--- config.mk ---
export PLATFORM = sky130hd
export DESIGN_NAME = xilinx_fifo_read_stream
export DESIGN_NICKNAME = d
export VERILOG_FILES = /design/src/rtl/xilinx_primitive_pkg.sv /design/src/rtl/xilinx_skid_buffer.sv /design/src/rtl/xilinx_fifo_read_stream.sv
export SDC_FILE = /design/constraint.sdc
export NUM_CORES = 1
export LEC_CHECK = 0
export ABC_AREA = 1
export BUFFER_PORTS_ARGS = -buffer_cell sky130_fd_sc_hd__buf_4
export CELL_PAD_IN_SITES_DETAIL_PLACEMENT = 0
export CELL_PAD_IN_SITES_GLOBAL_PLACEMENT = 2
export CORE_MARGIN = 10
export CORE_UTILIZATION = 31
export CTS_CLUSTER_DIAMETER = 80
export DETAILED_ROUTE_END_ITERATION = 16
export PLACE_DENSITY = 0.77
export REMOVE_ABC_BUFFERS = 1
export SLEW_MARGIN = 25
export SYNTH_ARGS = -nofsm -noshare
export SYNTH_HDL_FRONTEND = slang
export SYNTH_HIERARCHICAL = 1
export SYNTH_SLANG_ARGS = --single-unit
--- constraint.sdc ---
create_clock -name CLK -period 1.8 [get_ports CLK]
set_input_delay 0.27 -clock CLK [delete_from_list [all_inputs] [get_ports CLK]]
set_output_delay 0.27 -clock CLK [all_outputs]
set_load 0.1 [all_outputs]
--- src/rtl/xilinx_primitive_pkg.sv ---
// Shared constants and helpers for Xilinx primitive wrappers.
// Latency: n/a (compile-time constants only).
// Backpressure: n/a.
package xilinx_primitive_pkg;

    // FIFO18E1/FIFO36E1 in standard mode with the output register enabled.
    localparam int FIFO_READ_LATENCY_DOREG1 = 2;

    // Capture buffer depth that keeps full throughput with RDEN credited against it:
    // one entry per in-flight read, one for the word being popped and one spare.
    function automatic int get_skid_depth(input int read_latency);
        return read_latency + 2;
    endfunction

endpackage

--- src/rtl/xilinx_skid_buffer.sv ---
// Circular capture buffer: words pushed at an edge become visible on valid/data at that same edge.
// Latency: 1 cycle push-to-valid, no bypass; data is read from the entry at rd_ptr.
// Backpressure: none on push (caller must credit); pop only when valid; push while full drops the word.
module xilinx_skid_buffer
    import xilinx_primitive_pkg::*;
#(
    parameter int DATA_WIDTH = 4,
    parameter int DEPTH      = 4
) (
    input  logic                           CLK,
    input  logic                           RSTN,
    input  logic                           push,
    input  logic [DATA_WIDTH-1:0]          push_data,
    input  logic                           pop,
    output logic                           valid,
    output logic [DATA_WIDTH-1:0]          data,
    output logic [$clog2(DEPTH+1)-1:0]     count
);

    localparam int PTR_W = (DEPTH > 1) ? $clog2(DEPTH) : 1;
    localparam int CNT_W = $clog2(DEPTH + 1);

    logic [DATA_WIDTH-1:0] mem [DEPTH];
    logic [PTR_W-1:0]      wr_ptr;
    logic [PTR_W-1:0]      rd_ptr;
    logic                  full;
    logic                  do_push;
    logic                  do_pop;

    // Pointers wrap at DEPTH, which need not be a power of two.
    function automatic logic [PTR_W-1:0] ptr_inc(input logic [PTR_W-1:0] p);
        return (p == PTR_W'(DEPTH - 1)) ? '0 : p + PTR_W'(1);
    endfunction

    // Qualify push/pop: a push into a full buffer is discarded, a pop from empty is ignored.
    always_comb begin
        full    = (count == CNT_W'(DEPTH));
        valid   = (count != '0);
        do_push = push && !full;
        do_pop  = pop && valid;
        data    = mem[rd_ptr];
    end

    // Storage write; entries are cleared on reset so data reads zero out of reset.
    always_ff @(posedge CLK or negedge RSTN) begin
        if (!RSTN) begin
            for (int i = 0; i < DEPTH; i++) begin
                mem[i] <= '0;
            end
        end else if (do_push) begin
            mem[wr_ptr] <= push_data;
        end
    end

    // Pointer and occupancy tracking; simultaneous push and pop leaves count unchanged.
    always_ff @(posedge CLK or negedge RSTN) begin
        if (!RSTN) begin
            wr_ptr <= '0;
            rd_ptr <= '0;
            count  <= '0;
        end else begin
            if (do_push) begin
                wr_ptr <= ptr_inc(wr_ptr);
            end
            if (do_pop) begin
                rd_ptr <= ptr_inc(rd_ptr);
            end
            unique case ({do_push, do_pop})
                2'b10:   count <= count + CNT_W'(1);
                2'b01:   count <= count - CNT_W'(1);
                default: count <= count;
            endcase
        end
    end

    // The upstream credit scheme must never let a word arrive while the buffer is full.
    overflow_check: assert property (@(posedge CLK) disable iff (!RSTN) !(push && full));

endmodule

--- src/rtl/xilinx_fifo_read_stream.sv ---
// Read-side master for a non-FWFT FIFO18E1/FIFO36E1: credits RDEN, captures DO, emits a valid/ready stream.
// Latency: EMPTY falling to first M_VALID is READ_LATENCY+1 cycles; sustained 1 word/cycle.
// Backpressure: RDEN stops once buffered + in-flight words reach SKID_DEPTH; in-flight words always land.
module xilinx_fifo_read_stream
    import xilinx_primitive_pkg::*;
#(
    parameter int DATA_WIDTH   = 4,
    parameter int READ_LATENCY = FIFO_READ_LATENCY_DOREG1,
    parameter int SKID_DEPTH   = get_skid_depth(READ_LATENCY)
) (
    input  logic                              CLK,
    input  logic                              RSTN,
    input  logic                              FIFO_EMPTY,
    output logic                              FIFO_RDEN,
    input  logic [DATA_WIDTH-1:0]             FIFO_DO,
    input  logic                              FIFO_RDERR,
    output logic                              M_VALID,
    input  logic                              M_READY,
    output logic [DATA_WIDTH-1:0]             M_DATA,
    output logic [$clog2(SKID_DEPTH+1)-1:0]   OCCUPANCY,
    output logic                              RD_ERR
);

    localparam int CNT_W = $clog2(SKID_DEPTH + 1);
    // One extra bit so occupancy + inflight can never wrap before the compare.
    localparam int CMP_W = CNT_W + 1;

    if (DATA_WIDTH < 1 || DATA_WIDTH > 72) begin : g_bad_width
        $error("xilinx_fifo_read_stream: DATA_WIDTH must be 1..72");
    end
    if (READ_LATENCY < 1 || READ_LATENCY > 4) begin : g_bad_latency
        $error("xilinx_fifo_read_stream: READ_LATENCY must be 1..4");
    end
    if (SKID_DEPTH < READ_LATENCY + 2) begin : g_bad_depth
        $error("xilinx_fifo_read_stream: SKID_DEPTH must be >= READ_LATENCY+2");
    end

    logic [READ_LATENCY-1:0] tag_pipe;
    logic [CMP_W-1:0]        inflight;
    logic                    credit_ok;
    logic                    tag_out;

    // Count outstanding reads and grant RDEN only when every in-flight word has a buffer slot.
    always_comb begin
        inflight = '0;
        for (int i = 0; i < READ_LATENCY; i++) begin
            inflight = inflight + CMP_W'(tag_pipe[i]);
        end
        credit_ok = ({1'b0, OCCUPANCY} + inflight) < CMP_W'(SKID_DEPTH);
        FIFO_RDEN = !FIFO_EMPTY && credit_ok && RSTN;
        tag_out   = tag_pipe[READ_LATENCY-1];
    end

    // Tag pipe mirrors the FIFO read latency; it never stalls since the FIFO cannot be held.
    always_ff @(posedge CLK or negedge RSTN) begin
        if (!RSTN) begin
            tag_pipe <= '0;
        end else begin
            tag_pipe[0] <= FIFO_RDEN;
            for (int i = 1; i < READ_LATENCY; i++) begin
                tag_pipe[i] <= tag_pipe[i-1];
            end
        end
    end

    // Sticky read-error flag, cleared only by reset.
    always_ff @(posedge CLK or negedge RSTN) begin
        if (!RSTN) begin
            RD_ERR <= 1'b0;
        end else if (FIFO_RDERR) begin
            RD_ERR <= 1'b1;
        end
    end

    xilinx_skid_buffer #(
        .DATA_WIDTH (DATA_WIDTH),
        .DEPTH      (SKID_DEPTH)
    ) u_skid (
        .CLK       (CLK),
        .RSTN      (RSTN),
        .push      (tag_out),
        .push_data (FIFO_DO),
        .pop       (M_VALID && M_READY),
        .valid     (M_VALID),
        .data      (M_DATA),
        .count     (OCCUPANCY)
    );

endmodule

==> impl_metrics.toml, run 1 <==
[timing]
clock_skew_ns = 0.00247
setup_ws_ns = 0.0372
setup_tns_ns = 0
relSlewSlack_pct = 76.4
finalSetupViolations = 0
finalCritPeriodShare_pct = 97.9
final_max_slew_viol_count = 0
rsz0062_at_grt = "true"
max_clock_freq_mhz = 567
period_needed_ns = 1.76
hold_viol = 0
worstMarginPinSlew_ns = 0.354

[detailed_routing]
first_iter_violations = 70
firstDrtPassIters = 4
drcViolationCount = 0
wl_per_cell_um = 14.2
vias = 1184
viasPerCell = 4.77
ant_nets = 0
totalWireLength_um = 3530

[cells_and_area]
diodes = 0
syn_to_final_growth_pct = 28.6
stdcell_count = 248
nets = 215
drive_above_1_share_pct = 31.1

[cts]
cts.clk_slew.worst_paths_ns = 0.09
cts_root_buf = "clkbuf_8"
cts_made_buffers = 3
h-tree-depth = 1
clk_path_buf_depth = 2
holdBufCountCts = 0
clkLatencyLatePin_ns = 0.26
cts_tree = "yes"
clock_sinks = 26

[setup_path]
endpoint_kind = "primary output"
rr_endpoint = "u_skid/count[2]$_DFFE_PN0P_"
start_kind = "flip-flop"
cp_data_arrival_time_ns = 1.49
crit_path_end = "FIFO_RDEN"
worstSetupPathType = "flip-flop to primary output"
r2r-start = "u_skid/count[0]$_DFFE_PN0P_"
required_ns = 1.53
critPathMaxFanout = 2
ff2ff_path_depth = 11
reg2reg_setup_slack_ns = 0.07
critPathLaunch = "u_skid/count[0]$_DFFE_PN0P_"

[synthesis]
ys_ff_latch = 26
ys_types = 24
syn_inst = 165
yosysSeqAreaShare_pct = 45.7
ys_warn_count = 6
synthesis.area_um2 = 1420
syn_area_per_cell_um2 = 8.63

[floorplan]
num_io_pins = 19
dieArea_um2 = 7700
die_w_um = 87.8
start_util_pct = 32.3
die_h_um = 87.8
rows = 24
core-area_um2 = 4410

[placement]
place_ws_ns = -0.0133
dp.cells = 237
portBuffers = 18
gp_congestion = 0.773
hpwlAfterDp_um = 2510

[grt]
antenna_found_initial = 0
use_met1_pct = 11.5
grt_max_degree = 27
grt_util_met3_pct = 2.69
grt_overflow = 0
grt.total_usage_pct = 9.05
grt_pass1_vias = 1184
grt_first_pass_wirelength_um = 5660
top_usage_layer = "met2"
use_met2_pct = 14.4

[job]
drv_cap = 0

[status]
status = "finished clean"

[hold_path]
holdCritPathClass = "primary input to asynchronous set/reset pin"
[routing by layer]
metal | up-vias | share of wire (%)
met5 | - | 0
met4 | 0 | 0.43
met3 | 2 | 4.9
met2 | 18 | 48
met1 | 563 | 46
li1 | 601 | -
[worst max-delay path, stage by stage (launching register included)]
cell	delay, ns
dfrtp_1	0.42
buf_6	0.14
ha_4	0.20
nand2_2	0.05
nand2_2	0.06
a21oi_4	0.15
buf_12	0.19
[per-stage QoR]
stage	util [%]	hold slack [ns]	instance area, um2
floorplan	-	-0.0256	1370
global placement	37.2	0.313	1640
detailed placement	37.2	0.315	1640
CTS	39.0	0.0202	1720
global route	41.5	0.0270	1830
finish	41.5	0.0107	1830
[state kept, by name (all words and copies together), names as in the netlist]
name,count
u_skid/count,3
RD_ERR,1
u_skid/rd_ptr,2
u_skid/mem,16
u_skid/wr_ptr,2
tag_pipe,2
[area by class of cell]
| class | count | area (um2) |
|---|---|---|
| fillers | 444 | 2580 |
| multi-input cells | 113 | 712 |
| flip-flops and latches | 26 | 652 |
| repair buffers | 35 | 290 |
| inverters | 19 | 71.3 |
| well taps | 52 | 65.1 |
| clock buffers | 3 | 41.3 |
[worst min-delay path by stage]
stage                     slack [ns]  depth (start not counted)  startpoint                            to
final                           0.01                          2        RSTN     u_skid/mem[9]$_DFFE_PN0P_
after global routing            0.03                          2        RSTN  u_skid/wr_ptr[0]$_DFFE_PN0P_
after CTS                       0.02                          2        RSTN  u_skid/wr_ptr[0]$_DFFE_PN0P_
after detailed placement        0.31                          2        RSTN  u_skid/wr_ptr[0]$_DFFE_PN0P_
after global placement          0.31                          2        RSTN  u_skid/wr_ptr[0]$_DFFE_PN0P_
after floorplan                -0.03                          0        RSTN            RD_ERR$_DFFE_PN0P_
[repair_timing]
| action | CTS | global route |
|---|---|---|
| resized for setup | 8 | 19 |
| setup buffers | 1 | 7 |
| setup endpoints to repair | 6 | 7 |
| pin swaps | 1 | 7 |
[cells in the final DEF (no fill, tap or decap)]
cell	Yosys	routed
buf_12	1	1
a21oi_4	0	1
a21oi_1	4	4
clkbuf_4	0	1
or2_0	1	1
nand2_4	1	2
or2_1	1	1
o21ai_1	2	3
nand4_1	17	17
nor2_4	1	1
inv_1	19	15
nand2_1	58	50
fa_2	0	1
xnor2_1	1	1
o211ai_1	4	4
buf_6	0	4
nand3_1	4	4
nor2_1	1	1
buf_4	1	29
or2_2	1	1
ha_4	0	2
o21ai_0	5	4
ha_1	7	5
clkbuf_8	0	3
dfrtp_1	26	25
nand2_2	0	7
dfrtp_2	0	1
inv_2	0	4
nand3_4	3	3
[synthesized netlist by cell type, drive strengths merged]
library cell	instances	area share (%)
nand3	7	5.1
or2	3	1.3
buf	5	3.0
a21oi	5	2.0
nand2	59	16
inv	19	5.0
xnor2	1	0.62
dfrtp	26	46
o21ai	7	2.5
ha	7	6.2
nor2	2	1.1
clkbuf	2	0.53
fa	1	1.4
nand4	17	7.5
o211ai	4	2.1
[cell families after synthesis]
| group | share of synthesized area, % |
|---|---|
| and+or+nand+nor | 31.0 |
| xor gates and xnor gates | 0.615 |
| AOI/OAI and AO/OA | 6.59 |
| buffers and inverters | 8.52 |
| DFF | 45.7 |
| adders and majority gates | 7.56 |
Power of run 1 is not shown: default switching activity piles up to over one toggle a cycle in this logic, so the estimate is an artifact.
==> run 2, diff against run 1 <==
- BUFFER_PORTS_ARGS: -buffer_cell sky130_fd_sc_hd__buf_4 -> default
- CORE_UTILIZATION: 31 -> 33
- DONT_BUFFER_PORTS: default -> 1
- PLACE_DENSITY: 0.77 -> 0.74
==> run 2 against run 1 <==
Die area decreased by 4.7%. Critical path type unchanged. Critical path depth is the same. Highest routed layer unchanged. The flow now finishes with violations (setup timing). Register-to-register slack got worse by 0.05 ns. Critical endpoint unchanged.
==> impl_metrics.toml, run 2 (same netlist as run 1, synthesis figures left out) <==
[grt]
antenna_found_initial = 0
grt_max_degree = 27
grt_overflow = 0
grt_pass1_vias = 1146
grt.total_usage_pct = 9.01
grt_first_pass_wirelength_um = 5490

[cts]
clock_sinks = 26
cts.clk_slew.worst_paths_ns = 0.09
cts_made_buffers = 3
cts_tree = "yes"
h-tree-depth = 1
clkLatencyLatePin_ns = 0.26
cts_root_buf = "clkbuf_8"
clk_path_buf_depth = 2

[timing]
final_max_slew_viol_count = 0
worstMarginPinSlew_ns = 0.884
hold_viol = 0
setup_ws_ns = -0.0571
relSlewSlack_pct = 41.1
rsz0062_at_grt = "true"
finalSetupViolations = 1
hold_ws_ns = 0.115
finalCritPeriodShare_pct = 103
setup_tns_ns = -0.0571
period_needed_ns = 1.86
clock_skew_ns = 0.00359
max_clock_freq_mhz = 538

[cells_and_area]
stdcell_count = 234
final_cell_mix = "nand2_1 (52), dfrtp_1 (24), nand4_1 (17)"
mostFrequentLayoutCell = "nand2_1"
drive_above_1_share_pct = 26.1
final_util_pct = 44.0
largest_reg_flops = 16
nets = 202
largest-register = "u_skid/mem"
reg.largest.list = "u_skid/mem (16), u_skid/count (3)"
syn_to_final_growth_pct = 26.3
diodes = 0

[floorplan]
die_w_um = 85.7
rows = 23
core-area_um2 = 4090
die_h_um = 85.7
num_io_pins = 19
start_util_pct = 34.8
dieArea_um2 = 7340

[detailed_routing]
met2_length_um = 1590
vias = 1127
ant_nets = 0
wl_per_cell_um = 14.1
wl_met1_um = 1490
first_iter_violations = 63
totalWireLength_um = 3290
firstDrtPassIters = 4
top_layer = "met4"
viasPerCell = 4.82
wl_met3_um = 183
drcViolationCount = 0

[setup_path]
cp_data_arrival_time_ns = 1.59
endpoint_kind = "primary output"
ff2ff_path_depth = 11
required_ns = 1.53
start_kind = "flip-flop"
critPathMaxFanout = 4
worstSetupPathType = "flip-flop to primary output"

[status]
violations = "setup timing"
status = "finished with violations"

[hold_path]
holdCritPathClass = "primary input to flip-flop"
min_path_cells = 1

[job]
drv_cap = 0

[placement]
hpwlAfterDp_um = 2340
portBuffers = 0
gp_congestion = 0.732
dp.cells = 225
run 2: cell count changes in the layout (fill, tap and decap cells not counted), moves of 2 or more:
cell / delta
buf_12: +6
buf_6: -4
nand2_1: +2
buf_4: -15
run 2: critical path, stage by stage (launching register included):
cell	delay (ns)
dfrtp_2	0.45
buf_12	0.18
ha_4	0.24
nand2_2	0.05
nand2_2	0.06
a21oi_4	0.14
buf_12	0.19
run 2: final timing paths:
path | to | slack (ns) | start
worst max-delay path | FIFO_RDEN | -0.06 | u_skid/count[0]$_DFFE_PN0P_
worst min-delay path | RD_ERR$_DFFE_PN0P_ | 0.12 | FIFO_RDERR
worst max register to register | u_skid/count[2]$_DFFE_PN0P_ | 0.02 | u_skid/count[0]$_DFFE_PN0P_
worst min register to register | tag_pipe[1]$_DFF_PN0_ | 0.43 | tag_pipe[0]$_DFF_PN0_
max in group asynchronous | u_skid/rd_ptr[0]$_DFFE_PN0P_ | 1.20 | RSTN
min in group asynchronous | u_skid/mem[12]$_DFFE_PN0P_ | 0.43 | RSTN
run 2: repair_timing:
item	in CTS	in global routing
gates resized for setup	8	13
setup buffers	0	3
pin swaps	4	4
hold buffers	2	0
endpoints found under the hold margin	26	0
endpoints found under the setup margin	7	3
run 2: final cells by class:
class | instances | area (um2)
clock buffers | 4 | 55.1
fillers | 405 | 2290
inverters | 19 | 71.3
multi-input cells | 113 | 701
flip-flops and latches | 26 | 653
well taps | 50 | 62.6
repair buffers | 22 | 255
run 2: per-stage QoR:
stage,area [um2],setup WS (ns)
finish,1800,-0.0571
global route,1800,-0.118
CTS,1740,-0.0815
detailed placement,1630,-0.0457
global placement,1630,0.0410
floorplan,1370,-1.40
run 2: routing by layer:
| layer | track usage (%) | vias to the layer above |
|---|---|---|
| met2 | 15.3 | 18 |
| li1 | - | 583 |
| met5 | 0 | - |
| met4 | 2.25 | 0 |
| met1 | 10.8 | 522 |
| met3 | 2.65 | 4 |
Power of run 2 is left out for the same reason.
